## config.mk

```make
export PLATFORM = sky130hd
export DESIGN_NAME = pipe_ctrl_flat
export DESIGN_NICKNAME = d
export VERILOG_FILES = /design/src/rtl/pipe_ctrl_if.sv /design/src/rtl/pipe_ctrl.sv /design/src/flat_wrapper.sv
export SDC_FILE = /design/constraint.sdc
export NUM_CORES = 1
export LEC_CHECK = 0
export CAP_MARGIN = 5
export CORE_AREA = 2 2 42 44
export DETAILED_ROUTE_END_ITERATION = 12
export DIE_AREA = 0 0 44 46
export PLACE_DENSITY_LB_ADDON = 0.08
export RECOVER_POWER = 25
export REMOVE_ABC_BUFFERS = 1
export SYNTH_ARGS = -nofsm -noshare
export SYNTH_HDL_FRONTEND = slang
export SYNTH_SLANG_ARGS = --single-unit
```

## constraint.sdc

```tcl
create_clock -name clk -period 3.45 [get_ports clk]
set_input_delay 0.5175 -clock clk [delete_from_list [all_inputs] [get_ports clk]]
set_output_delay 0.5175 -clock clk [all_outputs]
set_load 0.01 [all_outputs]
```

## src/rtl/pipe_ctrl_if.sv

```systemverilog
// Hazard inputs and pipeline-register control outputs of the stall/flush controller.
// master = the controller, slave = the datapath that feeds hazards and consumes enables.
interface pipe_ctrl_if;
  logic [2:0]  id_rs;
  logic        id_rs_used;
  logic [2:0]  id_rt;
  logic        id_rt_used;
  logic        ex_mem_read;
  logic        ex_reg_w_en;
  logic [2:0]  ex_w_reg;
  logic        br_taken;
  logic        imem_stall;
  logic        dmem_req;
  logic        dmem_stall;
  logic        halt_mem;

  logic        pc_en;
  logic        if_id_en;
  logic        id_ex_en;
  logic        ex_mem_en;
  logic        mem_wb_en;
  logic        if_id_flush;
  logic        id_ex_flush;
  logic        ex_mem_flush;
  logic        halted;
  logic [1:0]  state;
  logic [15:0] stall_cnt;

  modport master (
    input  id_rs, id_rs_used, id_rt, id_rt_used, ex_mem_read, ex_reg_w_en, ex_w_reg,
           br_taken, imem_stall, dmem_req, dmem_stall, halt_mem,
    output pc_en, if_id_en, id_ex_en, ex_mem_en, mem_wb_en,
           if_id_flush, id_ex_flush, ex_mem_flush, halted, state, stall_cnt
  );

  modport slave (
    output id_rs, id_rs_used, id_rt, id_rt_used, ex_mem_read, ex_reg_w_en, ex_w_reg,
           br_taken, imem_stall, dmem_req, dmem_stall, halt_mem,
    input  pc_en, if_id_en, id_ex_en, ex_mem_en, mem_wb_en,
           if_id_flush, id_ex_flush, ex_mem_flush, halted, state, stall_cnt
  );
endinterface

```

## src/rtl/pipe_ctrl.sv

```systemverilog
// Stall/flush controller for the five-stage pipeline: freeze, halt drain, branch, load-use, fetch stall.
// Optional stall-cycle counter enabled by defining PIPE_CTRL_STATS_EN.
module pipe_ctrl (
  input  logic       clk,
  input  logic       rst,
  pipe_ctrl_if.master bus
);

  typedef enum logic [1:0] {
    RUN      = 2'd0,
    MEM_WAIT = 2'd1,
    DRAIN    = 2'd2,
    HALTED   = 2'd3
  } state_t;

  state_t state_q, state_d;

  logic pc_en, if_id_en, id_ex_en, ex_mem_en, mem_wb_en;
  logic if_id_flush, id_ex_flush, ex_mem_flush, halted;
  logic load_use, freeze;

  assign load_use = bus.ex_mem_read && bus.ex_reg_w_en &&
                    ((bus.id_rs_used && (bus.id_rs == bus.ex_w_reg)) ||
                     (bus.id_rt_used && (bus.id_rt == bus.ex_w_reg)));

  // A pending data access stalls everything, including branch and halt, which are re-seen later.
  assign freeze = bus.dmem_stall &&
                  (((state_q == RUN) && bus.dmem_req) || (state_q == MEM_WAIT));

  // NOTE: asynchronous reset is applied in the sensitivity list; state uses non-blocking assignment.
  always_ff @(posedge clk or posedge rst) begin
    if (rst) state_q <= RUN;
    else     state_q <= state_d;
  end

  always_comb begin
    // NOTE: every variable is given a default first so no path can infer a latch.
    state_d      = state_q;
    pc_en        = 1'b0;
    if_id_en     = 1'b0;
    id_ex_en     = 1'b0;
    ex_mem_en    = 1'b0;
    mem_wb_en    = 1'b0;
    if_id_flush  = 1'b0;
    id_ex_flush  = 1'b0;
    ex_mem_flush = 1'b0;
    halted       = 1'b0;
    if (rst) begin
      state_d = RUN;
    end else if (freeze) begin
      state_d = MEM_WAIT;
    end else begin
      unique case (state_q)
        DRAIN: begin
          mem_wb_en = 1'b1;
          state_d   = HALTED;
        end
        HALTED: begin
          halted = 1'b1;
        end
        default: begin
          // RUN, or MEM_WAIT whose access has just completed.
          state_d = RUN;
          if (bus.halt_mem) begin
            if_id_flush  = 1'b1;
            id_ex_flush  = 1'b1;
            ex_mem_flush = 1'b1;
            mem_wb_en    = 1'b1;
            state_d      = DRAIN;
          end else begin
            pc_en     = 1'b1;
            if_id_en  = 1'b1;
            id_ex_en  = 1'b1;
            ex_mem_en = 1'b1;
            mem_wb_en = 1'b1;
            if (bus.br_taken) begin
              // The PC loads the target even while imem stalls; the two wrong-path slots become bubbles.
              if_id_flush = 1'b1;
              id_ex_flush = 1'b1;
            end else if (load_use) begin
              pc_en       = 1'b0;
              if_id_en    = 1'b0;
              id_ex_flush = 1'b1;
            end else if (bus.imem_stall) begin
              pc_en       = 1'b0;
              if_id_flush = 1'b1;
            end
          end
        end
      endcase
    end
  end

  assign bus.pc_en        = pc_en;
  assign bus.if_id_en     = if_id_en;
  assign bus.id_ex_en     = id_ex_en;
  assign bus.ex_mem_en    = ex_mem_en;
  assign bus.mem_wb_en    = mem_wb_en;
  assign bus.if_id_flush  = if_id_flush;
  assign bus.id_ex_flush  = id_ex_flush;
  assign bus.ex_mem_flush = ex_mem_flush;
  assign bus.halted       = halted;
  assign bus.state        = state_q;

`ifdef PIPE_CTRL_STATS_EN
  logic [15:0] stall_cnt_q;

  always_ff @(posedge clk or posedge rst) begin
    if (rst) begin
      stall_cnt_q <= 16'h0000;
    end else if (!pc_en && (state_q != HALTED) && (stall_cnt_q != 16'hFFFF)) begin
      stall_cnt_q <= stall_cnt_q + 16'd1;
    end
  end

  assign bus.stall_cnt = stall_cnt_q;
`else
  assign bus.stall_cnt = 16'h0000;
`endif

endmodule

```

## src/flat_wrapper.sv

```systemverilog
// flat-port wrapper written by rule: the top's interface ports become plain ports
module pipe_ctrl_flat 
  (clk, rst, bus_id_rs, bus_id_rs_used, bus_id_rt, bus_id_rt_used, bus_ex_mem_read, bus_ex_reg_w_en, bus_ex_w_reg, bus_br_taken, bus_imem_stall, bus_dmem_req, bus_dmem_stall, bus_halt_mem, bus_pc_en, bus_if_id_en, bus_id_ex_en, bus_ex_mem_en, bus_mem_wb_en, bus_if_id_flush, bus_id_ex_flush, bus_ex_mem_flush, bus_halted, bus_state, bus_stall_cnt);
  pipe_ctrl_if bus_i ();
  input  logic clk;
  input  logic rst;
  input wire logic [$bits(bus_i.id_rs)-1:0] bus_id_rs;
  input wire logic [$bits(bus_i.id_rs_used)-1:0] bus_id_rs_used;
  input wire logic [$bits(bus_i.id_rt)-1:0] bus_id_rt;
  input wire logic [$bits(bus_i.id_rt_used)-1:0] bus_id_rt_used;
  input wire logic [$bits(bus_i.ex_mem_read)-1:0] bus_ex_mem_read;
  input wire logic [$bits(bus_i.ex_reg_w_en)-1:0] bus_ex_reg_w_en;
  input wire logic [$bits(bus_i.ex_w_reg)-1:0] bus_ex_w_reg;
  input wire logic [$bits(bus_i.br_taken)-1:0] bus_br_taken;
  input wire logic [$bits(bus_i.imem_stall)-1:0] bus_imem_stall;
  input wire logic [$bits(bus_i.dmem_req)-1:0] bus_dmem_req;
  input wire logic [$bits(bus_i.dmem_stall)-1:0] bus_dmem_stall;
  input wire logic [$bits(bus_i.halt_mem)-1:0] bus_halt_mem;
  output wire logic [$bits(bus_i.pc_en)-1:0] bus_pc_en;
  output wire logic [$bits(bus_i.if_id_en)-1:0] bus_if_id_en;
  output wire logic [$bits(bus_i.id_ex_en)-1:0] bus_id_ex_en;
  output wire logic [$bits(bus_i.ex_mem_en)-1:0] bus_ex_mem_en;
  output wire logic [$bits(bus_i.mem_wb_en)-1:0] bus_mem_wb_en;
  output wire logic [$bits(bus_i.if_id_flush)-1:0] bus_if_id_flush;
  output wire logic [$bits(bus_i.id_ex_flush)-1:0] bus_id_ex_flush;
  output wire logic [$bits(bus_i.ex_mem_flush)-1:0] bus_ex_mem_flush;
  output wire logic [$bits(bus_i.halted)-1:0] bus_halted;
  output wire logic [$bits(bus_i.state)-1:0] bus_state;
  output wire logic [$bits(bus_i.stall_cnt)-1:0] bus_stall_cnt;
  assign bus_i.id_rs = bus_id_rs;
  assign bus_i.id_rs_used = bus_id_rs_used;
  assign bus_i.id_rt = bus_id_rt;
  assign bus_i.id_rt_used = bus_id_rt_used;
  assign bus_i.ex_mem_read = bus_ex_mem_read;
  assign bus_i.ex_reg_w_en = bus_ex_reg_w_en;
  assign bus_i.ex_w_reg = bus_ex_w_reg;
  assign bus_i.br_taken = bus_br_taken;
  assign bus_i.imem_stall = bus_imem_stall;
  assign bus_i.dmem_req = bus_dmem_req;
  assign bus_i.dmem_stall = bus_dmem_stall;
  assign bus_i.halt_mem = bus_halt_mem;
  assign bus_pc_en = bus_i.pc_en;
  assign bus_if_id_en = bus_i.if_id_en;
  assign bus_id_ex_en = bus_i.id_ex_en;
  assign bus_ex_mem_en = bus_i.ex_mem_en;
  assign bus_mem_wb_en = bus_i.mem_wb_en;
  assign bus_if_id_flush = bus_i.if_id_flush;
  assign bus_id_ex_flush = bus_i.id_ex_flush;
  assign bus_ex_mem_flush = bus_i.ex_mem_flush;
  assign bus_halted = bus_i.halted;
  assign bus_state = bus_i.state;
  assign bus_stall_cnt = bus_i.stall_cnt;
  pipe_ctrl u_core (.clk(clk), .rst(rst), .bus(bus_i));
endmodule
```

==> Word level (Yosys, flattened, before mapping) <==
Cells that the tools add are included.
{ "word_totals": {"regBits": 2, "wordCells": 61, "in_bits": 20} }
{ "op_classes": {"eq_ne": 6, "n_reduce_logical": 10, "muxes": 44} }
{ "ops": {"columns": ["op", "count"], "rows": [
  ["two-way mux 1 bit", 40],
  ["== test 3 bit", 2],
  ["logical AND 1 bit", 6],
  ["two-way mux 2 bit", 3],
  ["== test 2 bit, second input constant", 2],
  ["case mux 2 bit (2 select lines)", 1],
  ["!= test 3 x 2 -> 1 bit, second input constant", 1],
  ["== test 2 x 1 -> 1 bit, second input constant", 1],
  ["logical NOT 2 bit", 1],
  ["logical OR 1 bit", 2],
  ["OR reduction 2 bit", 1]
]} }

==> Logic depth before layout (Yosys ltp) <==
Gate-level depths: netlist of run 1.
{ "logic_depth": {"word_depth": 10, "mapped_depth": 4, "mapped_depth_nobuf": 4} }

==> Worst setup path before layout of run 1 <==
No wires, ideal clock.
{ "synth_timing": {"path_type": "input-to-output", "from": "input bus_dmem_req", "to": "output bus_if_id_en", "slack_ps": 1601, "cell_stages": 3, "n_path_buf": 0, "arrival_time_ps": 1331, "cell_sequence": "o21a_1 > nor4_4 > a21boi_0"} }
{ "synth_via": {"elab_chain_cells": 5} }
{ "synth_rtl": {"columns": ["item", "line_no", "text"], "rows": [
  ["from (decl)", "flat_wrapper.sv:16", "input wire logic [$bits(bus_i.dmem_req)-1:0] bus_dmem_req;"],
  ["logical AND 1 bit", "pipe_ctrl.sv:28", "(((state_q == RUN) && bus.dmem_req) || (state_q == MEM_WAIT));"],
  ["logical OR 1 bit", "pipe_ctrl.sv:28", null],
  ["logical AND 1 bit", "pipe_ctrl.sv:27", "assign freeze = bus.dmem_stall &&"],
  ["two-way mux 1 bit", "pipe_ctrl.sv:50", "end else if (freeze) begin"],
  ["two-way mux 1 bit", "pipe_ctrl.sv:48", "if (rst) begin"],
  ["to (decl)", "flat_wrapper.sv:20", "output wire logic [$bits(bus_i.if_id_en)-1:0] bus_if_id_en;"]
]} }
No other way between the ends.

==> Worst setup path in the final report of run 1 <==
{ "layout_timing": {"from": "input bus_dmem_stall", "to": "output bus_if_id_flush"} }
{ "layout_via": {"elab_chain_cells": 3} }
{ "layout_rtl": {"columns": ["item", "line_no", "text"], "rows": [
  ["from (decl)", "flat_wrapper.sv:17", "input wire logic [$bits(bus_i.dmem_stall)-1:0] bus_dmem_stall;"],
  ["logical AND 1 bit", "pipe_ctrl.sv:27", null],
  ["two-way mux 1 bit", "pipe_ctrl.sv:50", null],
  ["two-way mux 1 bit", "pipe_ctrl.sv:48", null],
  ["to (decl)", "flat_wrapper.sv:24", "output wire logic [$bits(bus_i.if_id_flush)-1:0] bus_if_id_flush;"]
]} }
No other way between the ends.

==> flow_metrics.tcl, run 1 <==
set metrics [dict create \
    cp-start-kind "input port" \
    wirelength_um 910 \
    cp_data_arrival_time_ns 2.30 \
    min_period_ns 2.82 \
    synth_area_leaders "buf_4 31%, xnor2_1 13%, dfrtp_1 12%" \
    critPathMaxFanout 3 \
    critPathKind "input port to primary output" \
    final_common_cell "clkdlybuf4s50_1" \
    seqCellArea_sq_um 50.0 \
    grt_first_pass_wirelength_mm 1.30 \
    diodes 0 \
    antenna_found_initial 0 \
    path_clk_slew_ns 0.03 \
    die_h_um 46 \
    hold_buffers 0 \
    min_from "u_core.bus.state[1]" \
    cts-buffers-inserted 3 \
    syn_inst 53 \
    finalHoldViolCount 0 \
    crit_path_end_kind "primary output" \
    total_power_mw 0.155 \
    grt_usage_pct 8.47 \
    ys_seq_area_share_pct 12.3 \
    ys_ff_latch 2 \
    cp_data_required_time_ns 2.93 \
    dpl_cell_area_sq_um 656 \
    initial_core_util_pct 25.1 \
    dpl.hpwl_um 748 \
    fin_skew_ns 0.00503 \
    rows 15 \
    peakVddDrop_v 0.000132 \
    final_cell_mix "28 x clkdlybuf4s50_1, 16 x conb_1, 6 x xnor2_1, 5 x nor2_1" \
    setup_viol 0 \
    cts_buffer_depth 2 \
    post-place-ws_ns 0.662 \
    syn_avg_cell_area_sq_um 7.65 \
    drt_pass1_iterations 2 \
    num_io_pins 47 \
    syn_to_final_growth_pct 67.3 \
    cts.repair.resized 0 \
    rr_worst_depth 3 \
    powerDensity_nw_per_um2 229 \
    syn_area_sq_um 405 \
    multi_input_area_sq_um 273 \
    place_congestion 0.598 \
    r2r_slack_ns 2.54 \
    first_global_vias 323 \
    outcome "completed" \
    vias 403 \
    coreArea_sq_um 1610 \
    via_per_inst 3.99 \
    synth_top_cell_area_share_pct 31.5 \
    fmax_ghz 0.355 \
    die_w_um 44 \
    rsz0062_at_grt "no" \
    power_leakage_nw 0.282 \
    largest_register_ff_count 2 \
    design_area_sq_um 678 \
    ant_nets 0 \
    whs_path_depth 2 \
    wl_per_cell_um 9.01 \
    grt_start_max_net_pins 9 \
    timing.rr.end "u_core.bus.state[0]" \
    globalRouteOverflowTotal 0 \
    setup_tns_ns 0 \
    yosysWarnings 0 \
    h-tree-depth 1 \
    holdWs_ns 0.685 \
    layout.cells.non_filler 101 \
    finalMaxSlewViolations 0 \
    layout-drive-gt1-share_pct 5.95 \
    netlist-cell-type-count 21 \
    cts_sinks 2 \
    min_to "u_core.bus.state[1]" \
    clk_latency_ns 0.22 \
    cts_setup_buffers 0 \
    r2r-start "u_core.bus.state[0]" \
    die-area_sq_um 2020 \
    dp_cells 98 \
    cts_tree "built" \
    drc 0 \
    numPortBuffers 30 \
    post-route-period-util_pct 81.6 \
    cts_root_buf "clkbuf_4" \
    maxCapViolCount 0 \
    num-nets-final 106 \
    fin_ws_ns 0.634 \
    synth_top_area_cell "buf_4" \
    hp-class "flop to flop" \
    drt_iter0_drc 3 \
    utilization_pct 42.0 \
    fill_cells 166 \
]
## final cells by class
type / instances / area share [%]
clock buffers: 3 / 3.32
repair buffers: 30 / 44.3
flip-flops and latches: 2 / 7.38
well taps: 17 / 3.14
inverters: 3 / 1.66
multi-input cells: 46 / 40.2
## critical path: stages
cell	delay (ns)
dlygate4sd3_1	0.57
o21a_1	0.17
nor3_1	0.28
o31ai_1	0.13
nor2_1	0.10
clkdlybuf4s50_1	0.54
## cell usage after synthesis
cell / instances
o21a_1: 1
and2_1: 1
dfrtp_1: 2
o22a_1: 1
a21oi_1: 3
a2111oi_2: 1
nor4_4: 1
nor2b_1: 1
nor2_1: 5
nand4_1: 2
o21ai_0: 2
o31a_1: 1
xnor2_1: 6
buf_4: 17
o31ai_1: 1
nor3_1: 1
and3_1: 1
conb_1: 1
a21boi_0: 1
nand2_1: 1
inv_1: 3
## worst max-delay path by stage
| stage | slack [ns] | to | startpoint |
|---|---|---|---|
| 6_report | 0.63 | bus_if_id_flush | bus_dmem_stall |
| 4_1_cts | 0.66 | bus_id_ex_flush | bus_ex_w_reg[2] |
| 5_1_grt | 0.49 | bus_if_id_flush | bus_dmem_stall |
| 3_5_place_dp | 0.66 | bus_id_ex_flush | bus_ex_w_reg[1] |
| 3_3_place_gp | 0.64 | bus_id_ex_flush | bus_ex_w_reg[0] |
| 2_1_floorplan | 1.52 | bus_pc_en | bus_dmem_req |
## where the power goes
part           internal, mW  total, mW  switching [mW]
clock network        0.0383     0.0507          0.0124
registers            0.0254     0.0288         0.00333
logic                0.0432     0.0759          0.0326
## layer usage
layer / up-vias / share of wire, % / track usage [%]
met1: 172 / 40 / 10.6
met5: - / 0 / 0
li1: 211 / - / -
met2: 20 / 47 / 13.5
met3: 0 / 12 / 2.38
met4: 0 / 0 / 3.64
## cell families (layout without fill, tap and decap cells)
| family | after synthesis | in the layout | share of synthesized area (%) |
|---|---|---|---|
| buffers and inverters | 20 | 36 | 34.3 |
| DFF | 2 | 2 | 12.3 |
| xor gates and xnor gates | 6 | 6 | 13.0 |
| and+or+nand+nor | 13 | 13 | 19.8 |
| other | 1 | 16 | 0.925 |
| AOI/OAI and AO/OA | 11 | 11 | 19.8 |
(Power assumes the default switching activity.)
==> inputs of run 2 (changes only) <==
- CORE_AREA: 2 2 42 44 -> 2 2 45 47
- DIE_AREA: 0 0 44 46 -> 0 0 47 49
- clock period: 3.45 -> 2.4 ns (I/O delays scaled with it)
==> run 2 against run 1 <==
Against the previous run:
- die area up 14%
- wire length up 32%
- count of clock-buffer cells in the layout unchanged
- cell count up 21%
- non-clock buffer count up 11
- via count up 16%
- design area up 20%
- register-to-register slack worse by 1.0 ns
- core utilization up 2.1 points
- flip-flop and latch count unchanged
- critical path type unchanged
- critical endpoint is now bus_halted
- largest cell class unchanged
- highest routed layer unchanged
==> flow_metrics.tcl, run 2 (synthesis results as in run 1) <==
set metrics [dict create \
    outcome "completed" \
    grt_first_pass_wirelength_mm 1.79 \
    grt_usage_pct 10.6 \
    die_h_um 49 \
    numPortBuffers 30 \
    timing.rr.end "u_core.bus.state[0]" \
    largest_register_ff_count 2 \
    antenna_found_initial 0 \
    setup_tns_ns 0 \
    globalRouteOverflowTotal 0 \
    cp-start-kind "input port" \
    rsz0062_at_grt "no" \
    cts_sinks 2 \
    layout-drive-gt1-share_pct 18.9 \
    fmax_ghz 0.438 \
    powerDensity_nw_per_um2 293 \
    crit_path_end_kind "primary output" \
    num-nets-final 117 \
    coreArea_sq_um 1840 \
    place_congestion 0.722 \
    finalMaxSlewViolations 0 \
    cts-buffers-inserted 3 \
    cts_root_buf "clkbuf_4" \
    rows 16 \
    final_cell_mix "19 x clkdlybuf4s50_1, 16 x conb_1, 10 x buf_4, 9 x dlymetal6s2s_1, 6 x xnor2_1" \
    die-area_sq_um 2300 \
    path_clk_slew_ns 0.03 \
    min_period_ns 2.28 \
    initial_core_util_pct 22.0 \
    cts_buffer_depth 2 \
    die_w_um 47 \
    num_io_pins 47 \
    dpl.hpwl_um 920 \
    critPathKind "input port to primary output" \
    setup_viol 0 \
    r2r-start "u_core.bus.state[0]" \
    holdWs_ns 0.670 \
    grt_start_max_net_pins 9 \
    peakVddDrop_v 0.000173 \
    drc 0 \
    clk_latency_ns 0.22 \
    fin_skew_ns 0.000747 \
    drt_pass1_iterations 2 \
    rr_worst_depth 3 \
    syn_to_final_growth_pct 101 \
    cts_tree "built" \
    final_common_cell "clkdlybuf4s50_1" \
    diodes 0 \
    critPathMaxFanout 4 \
    wirelength_mm 1.21 \
    r2r_slack_ns 1.50 \
    h-tree-depth 1 \
    maxCapViolCount 0 \
    cp_data_required_time_ns 2.04 \
    hp-class "input port to asynchronous set/reset pin" \
    post-route-period-util_pct 95.2 \
    ant_nets 0 \
    first_global_vias 445 \
    wl_per_cell_um 9.88 \
    cp_data_arrival_time_ns 1.92 \
    power_leakage_nw 0.460 \
    finalHoldViolCount 0 \
    drt_iter0_drc 2 \
    vias 467 \
    via_per_inst 3.83 \
]
[run 2: power breakdown]
| group | internal [mW] | switching, mW |
|---|---|---|
| Combinational | 0.0706 | 0.0526 |
| Sequential | 0.0366 | 0.00505 |
| Clock | 0.0551 | 0.0183 |
[run 2: timing repair]
item	in CTS	in global routing
endpoints found under the setup margin	3	5
resized for setup	2	15
endpoints found under the hold margin	0	0
hold buffers	0	0
cloned	0	0
setup buffers	0	5
pin swaps	1	5
[run 2: how the worst max path moves through the flow]
stage	start	end	slack [ns]
detailed placement	bus_ex_w_reg[1]	bus_id_ex_flush	-0.1
CTS	bus_ex_w_reg[0]	bus_id_ex_flush	-0.05
global route	rst	bus_halted	0.02
global placement	bus_ex_w_reg[0]	bus_id_ex_flush	-0.08
floorplan	u_core.bus.state[0]	bus_pc_en	0.71
finish	rst	bus_halted	0.12
[run 2: cell type report]
type | count | area (sq um)
clock buffer | 3 | 22.5
tap | 27 | 33.8
inverter | 3 | 11.3
fill | 212 | 1030
sequential | 2 | 50.0
timing repair buffer | 41 | 402
multi-input combinational | 46 | 294
[run 2: worst max-delay path, cell delays in order]
cell	delay (ns)
dlygate4sd3_1	0.61
clkbuf_1	0.19
inv_1	0.10
and3_1	0.19
clkdlybuf4s50_1	0.47
[run 2: stage by stage]
stage,std cells,power (mW),worst slack (ns),area [sq um],utilization [%]
detailed placement,114,0.161,-0.0992,713,38.7
global route,122,0.257,0.0183,813,44.2
finish,122,0.238,0.116,813,44.2
CTS,117,0.240,-0.0537,738,40.1
floorplan,51,0.0871,0.713,334,-
global placement,114,0.160,-0.0813,713,38.7
[run 2: layer usage]
metal	GRT usage, %	wire [um]	vias up
li1	-	-	230
met1	13.2	451	212
met2	16.0	629	25
met3	2.96	124	0
met4	5.56	0	0
met5	0	0	-
